[config.mk]
export PLATFORM = sky130hd
export DESIGN_NAME = interconn_tx
export DESIGN_NICKNAME = d
export VERILOG_FILES = /design/src/rtl/interconn_pkg.sv /design/src/rtl/interconn_tx_pipe.sv /design/src/rtl/interconn_tx.sv
export SDC_FILE = /design/constraint.sdc
export NUM_CORES = 1
export LEC_CHECK = 0
export ABC_AREA = 0
export CAP_MARGIN = 20
export CORE_MARGIN = 4
export CORE_UTILIZATION = 48
export DETAILED_ROUTE_END_ITERATION = 6
export HOLD_SLACK_MARGIN = 0.15
export PLACE_DENSITY = 0.91
export SKIP_CTS_REPAIR_TIMING = 1
export SLEW_MARGIN = 5
export SYNTH_ARGS = -nofsm -noshare
export SYNTH_HDL_FRONTEND = slang
export SYNTH_SLANG_ARGS = --single-unit
[constraint.sdc]
create_clock -name clk -period 3.9 [get_ports clk]
set_input_delay 0.975 -clock clk [delete_from_list [all_inputs] [get_ports clk]]
set_output_delay 0.975 -clock clk [all_outputs]
set_load 0.1 [all_outputs]
[src/rtl/interconn_pkg.sv]
// Shared types and default sizing for the MVU crossbar interconnect.
package interconn_pkg;

   localparam int unsigned N_DEF      = 8;
   localparam int unsigned W_DEF      = 64;
   localparam int unsigned BADDR_DEF  = 15;
   localparam int unsigned BRADDR_DEF = 15;
   localparam int unsigned BLEN_DEF   = 15;
   localparam int unsigned RDLAT_DEF  = 2;

   typedef enum logic [1:0] {
      StIdle,
      StRun,
      StDrain
   } tx_state_e;

endpackage

[src/rtl/interconn_tx_pipe.sv]
// Delay line tracking in-flight local reads: valid, remote address and a last-word marker.
module interconn_tx_pipe #(
   parameter int unsigned Depth = 2,
   parameter int unsigned AW    = 15
) (
   input  logic          clk,
   input  logic          clr_n,
   input  logic          in_valid,
   input  logic          in_last,
   input  logic [AW-1:0] in_addr,
   output logic          out_valid,
   output logic          out_last,
   output logic [AW-1:0] out_addr,
   output logic          empty
);

   logic [Depth-1:0] vld_q;
   logic [Depth-1:0] last_q;
   logic [AW-1:0]    addr_q [Depth];

   always_ff @(posedge clk or negedge clr_n) begin
      if (!clr_n) begin
         vld_q  <= '0;
         last_q <= '0;
         for (int i = 0; i < Depth; i++) addr_q[i] <= '0;
      end else begin
         vld_q[0]  <= in_valid;
         last_q[0] <= in_last;
         addr_q[0] <= in_addr;
         for (int i = 1; i < Depth; i++) begin
            vld_q[i]  <= vld_q[i-1];
            last_q[i] <= last_q[i-1];
            addr_q[i] <= addr_q[i-1];
         end
      end
   end

   assign out_valid = vld_q[Depth-1];
   assign out_last  = last_q[Depth-1];
   assign out_addr  = addr_q[Depth-1];
   assign empty     = ~|vld_q;

endmodule

[src/rtl/interconn_tx.sv]
// Per-MVU crossbar transmit engine: streams local memory words to a multicast destination set.
// Optional INTERCONN_TX_STATS_EN adds a saturating stat_words count of sent words.
module interconn_tx
   import interconn_pkg::*;
#(
   parameter int unsigned N      = N_DEF,
   parameter int unsigned W      = W_DEF,
   parameter int unsigned BADDR  = BADDR_DEF,
   parameter int unsigned BRADDR = BRADDR_DEF,
   parameter int unsigned BLEN   = BLEN_DEF,
   parameter int unsigned RDLAT  = RDLAT_DEF
) (
   input  logic              clk,
   input  logic              clr_n,
   input  logic              cmd_valid,
   output logic              cmd_ready,
   input  logic [N-1:0]      cmd_dest,
   input  logic [BRADDR-1:0] cmd_src_addr,
   input  logic [BADDR-1:0]  cmd_dst_addr,
   input  logic [BLEN-1:0]   cmd_len,
   input  logic              hold,
   output logic              mem_rd_en,
   output logic [BRADDR-1:0] mem_rd_addr,
   input  logic [W-1:0]      mem_rd_word,
   output logic [N-1:0]      send_to,
   output logic              send_en,
   output logic [BADDR-1:0]  send_addr,
   output logic [W-1:0]      send_word,
`ifdef INTERCONN_TX_STATS_EN
   output logic [31:0]       stat_words,
`endif
   output logic              busy,
   output logic              done
);

   tx_state_e         state_q, state_d;
   logic [N-1:0]      dest_q;
   logic [BRADDR-1:0] src_q;
   logic [BADDR-1:0]  dst_q;
   logic [BLEN-1:0]   len_q;
   logic [BLEN-1:0]   cnt_q;

   logic             accept, degen, issue, last_issue;
   logic             pipe_valid, pipe_last, pipe_empty;
   logic [BADDR-1:0] pipe_addr;

   assign cmd_ready   = (state_q == StIdle);
   assign accept      = cmd_valid && cmd_ready;
   assign degen       = (cmd_len == '0) || (cmd_dest == '0);
   assign issue       = (state_q == StRun) && !hold;
   assign last_issue  = issue && (cnt_q == len_q - BLEN'(1));
   assign mem_rd_en   = issue;
   assign mem_rd_addr = issue ? src_q + BRADDR'(cnt_q) : '0;
   // done is registered alongside the final send, so it also covers that last cycle
   assign busy        = (state_q != StIdle) || done;

   interconn_tx_pipe #(
      .Depth (RDLAT),
      .AW    (BADDR)
   ) u_pipe (
      .clk       (clk),
      .clr_n     (clr_n),
      .in_valid  (issue),
      .in_last   (last_issue),
      .in_addr   (dst_q + BADDR'(cnt_q)),
      .out_valid (pipe_valid),
      .out_last  (pipe_last),
      .out_addr  (pipe_addr),
      .empty     (pipe_empty)
   );

   always_comb begin
      state_d = state_q;
      unique case (state_q)
         StIdle:  if (accept && !degen) state_d = StRun;
         StRun:   if (last_issue) state_d = StDrain;
         StDrain: if (pipe_empty) state_d = StIdle;
         default: state_d = StIdle;
      endcase
   end

   always_ff @(posedge clk or negedge clr_n) begin
      if (!clr_n) begin
         state_q   <= StIdle;
         dest_q    <= '0;
         src_q     <= '0;
         dst_q     <= '0;
         len_q     <= '0;
         cnt_q     <= '0;
         send_en   <= 1'b0;
         send_to   <= '0;
         send_addr <= '0;
         send_word <= '0;
         done      <= 1'b0;
      end else begin
         state_q <= state_d;
         if (accept) begin
            dest_q <= cmd_dest;
            src_q  <= cmd_src_addr;
            dst_q  <= cmd_dst_addr;
            len_q  <= cmd_len;
            cnt_q  <= '0;
         end else if (issue) begin
            cnt_q <= cnt_q + BLEN'(1);
         end
         send_en   <= pipe_valid;
         send_to   <= pipe_valid ? dest_q : '0;
         send_addr <= pipe_valid ? pipe_addr : '0;
         send_word <= pipe_valid ? mem_rd_word : '0;
         done      <= (accept && degen) || (pipe_valid && pipe_last);
      end
   end

`ifdef INTERCONN_TX_STATS_EN
   always_ff @(posedge clk or negedge clr_n) begin
      if (!clr_n) begin
         stat_words <= '0;
      end else if (send_en && (stat_words != '1)) begin
         stat_words <= stat_words + 32'd1;
      end
   end
`endif

endmodule

; After elaboration in Yosys (flattened, before gate mapping)
; Cells that the tools add are included.
[totals]
register_bits = 193
input_bits = 121
wordCells = 53
[op_classes]
addsub = 4
n_eq_ne = 6
mux = 10
reduce_logical = 18
[ops]
columns = operator, count
row1 = 64-bit two-way mux, 1
row2 = 15-bit two-way mux, 4
row3 = 15-bit adder, 2
row4 = "15-bit by 1-bit adder with 15-bit output, second input constant", 1
row5 = 15-bit equality test, 1
row6 = 15-bit logical NOT, 1
row7 = "15-bit by 1-bit subtractor with 15-bit output, second input constant", 1
row8 = 8-bit logical NOT, 1
row9 = 8-bit two-way mux, 1
row10 = 1-bit logical AND, 6
row11 = 2-bit two-way mux, 3
row12 = 2-bit one-hot mux with 3 select lines, 1
row13 = "2-bit by 1-bit != test with 1-bit output, second input constant", 2
row14 = 2-bit nonzero test, 2
row15 = 1-bit logical OR, 3
row16 = 3-bit AND reduction, 1
row17 = "2-bit by 1-bit equality test with 1-bit output, second input constant", 1
row18 = "2-bit equality test, second input constant", 1
row19 = 1-bit logical NOT, 2
row20 = 2-bit logical NOT, 1
row21 = "2-bit != test, second input constant", 1
row22 = 2-bit OR reduction, 1

; Longest topological paths before layout
; Gate-level depths: netlist (run 1).
[depth]
depth_word = 6
depth_mapped = 10

; Cells and area by module
; From an unflattened synthesis (run 1), not the netlist that was laid out.
[unflattened]
hier_cells = 693
hier_area_um2 = 8419.3
[modules_own_cells]
columns = module, n_inst, cells_each, area_each_um2, seq_area_each_um2
row1 = interconn_tx, 1, 643, 7452.1, 3978.8
row2 = interconn_tx_pipe, 1, 50, 967.2, 850.8

; Least setup slack after synthesis (run 1)
; No wires, ideal clock.
[synth_timing]
path_kind = register to output
startpoint = reg cnt_q[1]
endpoint = out mem_rd_addr[11]
t_arrival_ps = 3820
slack_ps = -895
path_stages_with_launch = 7
path_buffers = 0
path_cell_list = dfrtp_1 ha_1 a211oi_1 o21bai_1 o2bb2ai_1 o311a_1 nor3b_1
[synth_via]
elab_chain_len = 2
[synth_rtl]
columns = item, line
row1 = "start, declared", interconn_tx.sv:41  ; logic [BLEN-1:0] cnt_q;
row2 = "start signal, assigned", interconn_tx.sv:104  ; cnt_q <= cnt_q + BLEN'(1);
row3 = 15-bit adder, interconn_tx.sv:53  ; assign mem_rd_addr = issue ? src_q + BRADDR'(cnt_q) : '0;
row4 = 15-bit two-way mux, interconn_tx.sv:53
row5 = "end, declared", interconn_tx.sv:23  ; output logic [BRADDR-1:0] mem_rd_addr,
; Every way passes these cells.

; Worst setup path in the final report (run 1)
[layout_timing]
startpoint = in hold
endpoint = out mem_rd_addr[13]
[layout_via]
elab_chain_len = 3
[layout_rtl]
columns = item, line
row1 = "start, declared", interconn_tx.sv:21  ; input logic hold,
row2 = 1-bit logical NOT, interconn_tx.sv:50  ; assign issue = (state_q == StRun) && !hold;
row3 = 1-bit logical AND, interconn_tx.sv:50
row4 = 15-bit two-way mux, interconn_tx.sv:53
; Every way passes these cells.

==> metrics.md, run 1 <==
| Metric | Value |
|---|---|
| Port bufs | 227 |
| Post-Syn Area | 8257 um2 |
| Crit start category | input pin |
| Clock tree sinks | 193 |
| Post-route ant nets | 0 |
| Number of synthesized flops with an enable pin | 0 |
| Worst Skew | 7.883 ps |
| Worst slack at placement | 75.05 ps |
| Number of CTS-inserted buffers | 17 |
| Share of cells above drive strength 1 | 0.1418 |
| Drt first pass iters | 4 |
| Fillers | 1175 |
| H-tree depth | 4 |
| Worst EP arrival | 2860 ps |
| Least-Margin Pin Slew | 1068 ps |
| Final worst slack | 68.21 ps |
| Type of element capturing the critical path | output pin |
| Horiz. Die Dim | 139.2 um |
| Die ar. | 19360 um2 |
| Register bit total from synthesis | 193 |
| Peak supply drop | 651.8 uV |
| Starting Density | 0.4944 |
| N_diodes | 0 |
| Max-Cap Viols | 0 |
| Final GP Congestion | 0.9206 |
| Commonest non-fill, non-tap cells in the layout | clkdlybuf4s50_1, dfrtp_1, and2_1, mux2_2, nor2_1 |
| Initial DRC count | 361 |
| Residual DRC | 0 |
| Clk buf depth | 2 |
| Vias in the first global route | 6171 |
| Yosys cell types | 52 |
| Commonest non-fill, non-tap cell in the layout | clkdlybuf4s50_1 |
| Cell Pwr Density | 615.8 nW/um2 |
| Leak Pwr | 0.005157 uW |
| Seq/Total Area, Yosys | 0.5849 |
| Largest net degree at the start of global routing | 102 |
| Mapped Cells | 677 |
| Unrepaired setup endpoints after global routing | true |
| Hold Violations, Final | 0 |
| Avg Inst Size Synth | 12.20 um2 |
| HPWL Detailed | 15310 um |
| Post-route clock period utilization | 0.9825 |
| Status | complete, no violations |
| Crit Path Max Fanout | 2 |
| P&R area growth vs syn | 41.17% |
| Antenna violations before repair | 0 |
| Utilization after layout | 0.6979 |
| Core box area | 16700 um2 |
| Row count | 47 |
| Seq. cell area | 4831 um2 |
| Wire per inst | 18.32 um |
| Clk Latency, worst-skew pair | 420 ps |
| Kind of critical path | input pin to output pin |
| CTS root buf | clkbuf_16 |
| Final setup vio count | 0 |
| Vias | 6029 |
| Total gr overflow | 0 |
| First-pass GRT wire length | 33020 um |
| Worst rel slew slack | 0.2857 |
| Async set-reset flop share out of synthesis | 1.000 |
| YS warnings | 0 |
| Die Span Y | 139.2 um |
| Total track usage | 0.2173 |
| Post-layout minimum cycle time | 3832 ps |
| Clock transition at the registers of the reported paths | 70 ps |
| Multi-input gate area | 3349 um2 |
| Vias per cell | 5.270 |
| F_max | 261.0 MHz |
| Worst Path Required | 2920 ps |
| Top_reg_cell synth | dfrtp_1 |
| Layout net count | 1064 |
| TritonCTS clock tree | done |
| Hold/Removal Path Class | register to register |
| IO Pins | 228 |
| Syn nets | 830 |
| Max-slew violation count | 0 |
| WL final | 20960 um |
## worst paths after layout
check / endpoint / slack, ps / cells after the start / start
setup reg to reg: state_q[1] / 1180 / 8 / len_q[0]
hold / removal: u_pipe.last_q[1] / 350 / 0 / u_pipe.last_q[0]
max in group asynchronous: send_addr[12] / 2420 / 2 / clr_n
setup / recovery: mem_rd_addr[13] / 70 / 5 / hold
min in group asynchronous: cnt_q[13] / 550 / 1 / clr_n
hold reg to reg: u_pipe.last_q[1] / 350 / 0 / u_pipe.last_q[0]
## cells by family after synthesis
family | synth area share
adder cells (fa/ha/maj) | 0.05031
XOR/XNOR | 0.05304
multiplexers | 0.06940
AND/OR/NAND/NOR | 0.1559
AO/OA/AOI/OAI | 0.07001
buffers and inverters | 0.01637
flip-flops | 0.5849
## sequential cells by signal, indices dropped and copies added, names as in the netlist, 2 cells and up
register and cells:
send_word 64, cnt_q 15, dst_q 15, len_q 15, send_addr 15, src_q 15
u_pipe.addr_q 15, u_pipe.out_addr 15, dest_q 8, send_to 8, state_q 2, u_pipe.last_q 2
u_pipe.vld_q 2
## power breakdown
part | switching [uW] | internal (uW) | total (uW)
Sequential | 241 | 2370 | 2610
Combinational | 1800 | 1020 | 2810
Clock | 816 | 935 | 1750
## worst max-delay path, cell delays in order
cell and delay [ps]:
clkdlybuf4s50_1 390, or3_1 460, or4b_4 510, o211ai_1 300, buf_12 220
## cell usage after synthesis (all sizes together) (3+ instances only)
cell type	instances	area, um2
a31oi	5	31.28
o31ai	4	30.03
nand3	7	35.03
o21ai	19	95.09
nor4	9	71.32
a21oi	16	80.08
xor2	21	183.9
and3	6	37.54
a211oi	5	37.54
o21a	8	60.06
mux2	50	563.0
or3	6	38.79
o211ai	6	45.04
inv	13	48.80
nor3	11	55.05
and2	91	569.3
nor2b	3	18.77
nor3b	3	22.52
nand2b	7	43.79
nand2	24	90.09
clkbuf	22	82.58
ha	30	375.4
nor2	42	157.7
nand4	8	50.05
dfrtp	193	4830
xnor2	29	254.0
a21o	7	52.55
## area by class of cell
type | instances | area share
clock buffers | 18 | 0.03768
clock inverters | 14 | 0.01460
inverters | 14 | 0.004508
multi-input cells | 448 | 0.2874
flip-flops and latches | 193 | 0.4144
well taps | 220 | 0.02362
repair buffers | 237 | 0.2178
## per-layer routing
layer  wire length, um  GRT usage  vias to the layer above  part of all wire
met5                 0          0                        -                 0
met4               482    0.07003                        0             0.023
met3              1464    0.06724                       36             0.070
met2             10580     0.3761                      240              0.50
met1              8432     0.2599                     2945              0.40
li1                  -          -                     2808                 -
## through the flow
stage	setup TNS [ps]	std cells	area, um2	power (uW)	hold WS, ps
3_5_place_dp	0	1110	11000	5410	334.7
5_1_grt	-5.145	1144	11660	7503	355.3
6_report	0	1144	11660	7178	349.3
2_1_floorplan	-1089	677	8300	4525	331.2
3_3_place_gp	0	1110	11000	5346	333.9
4_1_cts	-467.0	1142	11610	7191	347.5
(Power assumes the default switching activity.)
==> run 2: changes to the inputs <==
- PLACE_DENSITY: 0.91 -> 0.77
==> run 2 against run 1 <==
  * Sequential share of layout area fell by 0.12 points
  * Global-route usage rose by 1.1 points
  * Combinational power rose by 1%
  * Sequential cell count did not move
  * Design area rose by 0.28%
  * Register-to-register slack got worse by 80 ps
  * Routed wire length rose by 3.8%
  * Critical endpoint unchanged
  * Largest cell class unchanged
  * Largest power group unchanged
  * Highest routed layer unchanged
==> metrics.md, run 2 (synthesis results as in run 1) <==
| Metric | Value |
|---|---|
| Total track usage | 0.2281 |
| Vias per cell | 5.306 |
| Final setup vio count | 0 |
| Largest Register | send_word |
| Worst slack at placement | 59.86 ps |
| WL final | 21760 um |
| Layout net count | 1066 |
| Drt first pass iters | 5 |
| Commonest non-fill, non-tap cell in the layout | clkdlybuf4s50_1 |
| F_max | 262.7 MHz |
| Max reg flops | 64 |
| Starting Density | 0.4944 |
| Clock tree sinks | 193 |
| WHS | 348.8 ps |
| Die ar. | 19360 um2 |
| Met2 Use GR | 0.3881 |
| Final worst slack | 93.18 ps |
| M3 GR Usage | 0.06138 |
| Worst EP arrival | 2830 ps |
| Clk Latency, worst-skew pair | 430 ps |
| Horiz. Die Dim | 139.2 um |
| Busiest grt layer | met2 |
| Initial DRC count | 412 |
| TNS Setup | 0 ps |
| Worst reg-to-reg path cell count | 8 |
| Post-route ant nets | 0 |
| TritonCTS clock tree | done |
| N_diodes | 0 |
| Internal | 4441 uW |
| Max-Cap Viols | 0 |
| Largest net degree at the start of global routing | 96 |
| Area post-placement | 11000 um2 |
| Core box area | 16700 um2 |
| Final GP Congestion | 0.9172 |
| Sw frac | 0.3911 |
| Status | complete, no violations |
| Clock transition at the registers of the reported paths | 70 ps |
| Part of the power in the clock network | 0.252 |
| Commonest non-fill, non-tap cells in the layout | clkdlybuf4s50_1, dfrtp_1, and2_1, mux2_2, nor2_1 |
| Type of element capturing the critical path | output pin |
| CTS root buf | clkbuf_16 |
| Worst Path Required | 2920 ps |
| First-pass GRT wire length | 35070 um |
| Combinational Power Share | 0.391 |
| Vias in the first global route | 6514 |
| Sequential share of power | 0.357 |
| Worst rel slew slack | 0.2956 |
| IO Pins | 228 |
| Fillers | 1174 |
| Vias | 6081 |
| Worst Skew | 8.409 ps |
| Cell Pwr Density | 624.0 nW/um2 |
| Post-route clock period utilization | 0.9761 |
| Max-slew violation count | 0 |
| Leak Pwr | 0.005158 uW |
| Crit start category | input pin |
| Row count | 47 |
| Met1 Use GR | 0.2838 |
| Peak supply drop | 540.1 uV |
| Hold Path Stages | 0 |
| Switch Pwr | 2852 uW |
| Antenna violations before repair | 0 |
| Seq. cell area | 4831 um2 |
| Wire per inst | 18.99 um |
| Residual DRC | 0 |
| P&R area growth vs syn | 41.57% |
| Die Span Y | 139.2 um |
| Crit Path Max Fanout | 2 |
| Share of cells above drive strength 1 | 0.1436 |
| Total gr overflow | 0 |
| Final Instance Area | 11690 um2 |
| Post-layout minimum cycle time | 3807 ps |
| H-tree depth | 4 |
| Hold Violations, Final | 0 |
| Clk buf depth | 2 |
| Number of CTS-inserted buffers | 17 |
| Multi-input gate area | 3354 um2 |
| Least-Margin Pin Slew | 1053 ps |
| HPWL Detailed | 16020 um |
| Kind of critical path | input pin to output pin |
| Hold/Removal Path Class | register to register |
| Port bufs | 227 |
-- run 2: cell count changes in the layout (fill, tap and decap cells not counted), moves of 2 or more --
cell,change
bufinv_16,+2
clkinvlp_4,+2
clkdlybuf4s50_1,+2
a211oi_2,+2
clkinv_4,-3
-- run 2: area by class of cell --
| cell class | instances | area share |
|---|---|---|
| repair buffers | 239 | 0.2178 |
| flip-flops and latches | 193 | 0.4133 |
| clock buffers | 18 | 0.03672 |
| clock inverters | 14 | 0.01713 |
| inverters | 14 | 0.004496 |
| multi-input cells | 448 | 0.2870 |
| well taps | 220 | 0.02355 |
-- run 2: stage by stage --
stage                     instances  utilization  power (uW)
after global routing           1146       0.6999        7641
after floorplan                 677            -        4525
after global placement         1112       0.6589        5364
after detailed placement       1112       0.6589        5436
final                          1146       0.6999        7294
after CTS                      1144       0.6966        7287
-- run 2: worst paths after layout --
path                                   start                  to  slack, ps
setup / recovery                        hold     mem_rd_addr[13]         90
hold / removal             u_pipe.addr_q[18]  u_pipe.out_addr[3]        350
setup reg to reg                    len_q[0]          state_q[0]       1100
hold reg to reg            u_pipe.addr_q[18]  u_pipe.out_addr[3]        350
max in group asynchronous              clr_n            src_q[2]       2380
min in group asynchronous              clr_n       send_word[53]        600
-- run 2: worst max-delay path: stages --
cell	delay, ps
clkdlybuf4s50_1	410
or3_4	430
or4b_4	480
o211ai_1	310
buf_12	220
-- run 2: power by group through the flow --
stage	Clock, uW	Sequential, uW	Combinational [uW]
4_1_cts	1870	2610	2810
3_3_place_gp	0	2630	2740
6_report	1840	2600	2850
3_5_place_dp	0	2650	2790
2_1_floorplan	0	3180	1340
5_1_grt	1960	2650	3030
-- run 2: per-layer routing --
| metal | up-vias | wire length [um] |
|---|---|---|
| li1 | 2820 | - |
| met1 | 2951 | 8860 |
| met2 | 258 | 10780 |
| met3 | 52 | 1573 |
| met4 | 0 | 548 |
| met5 | - | 0 |
==> run 3: changes to the inputs <==
- SLEW_MARGIN: 5 -> 0
==> results of run 3 <==
Same layout as run 2: the final DEF is identical, and so are final timing and power.
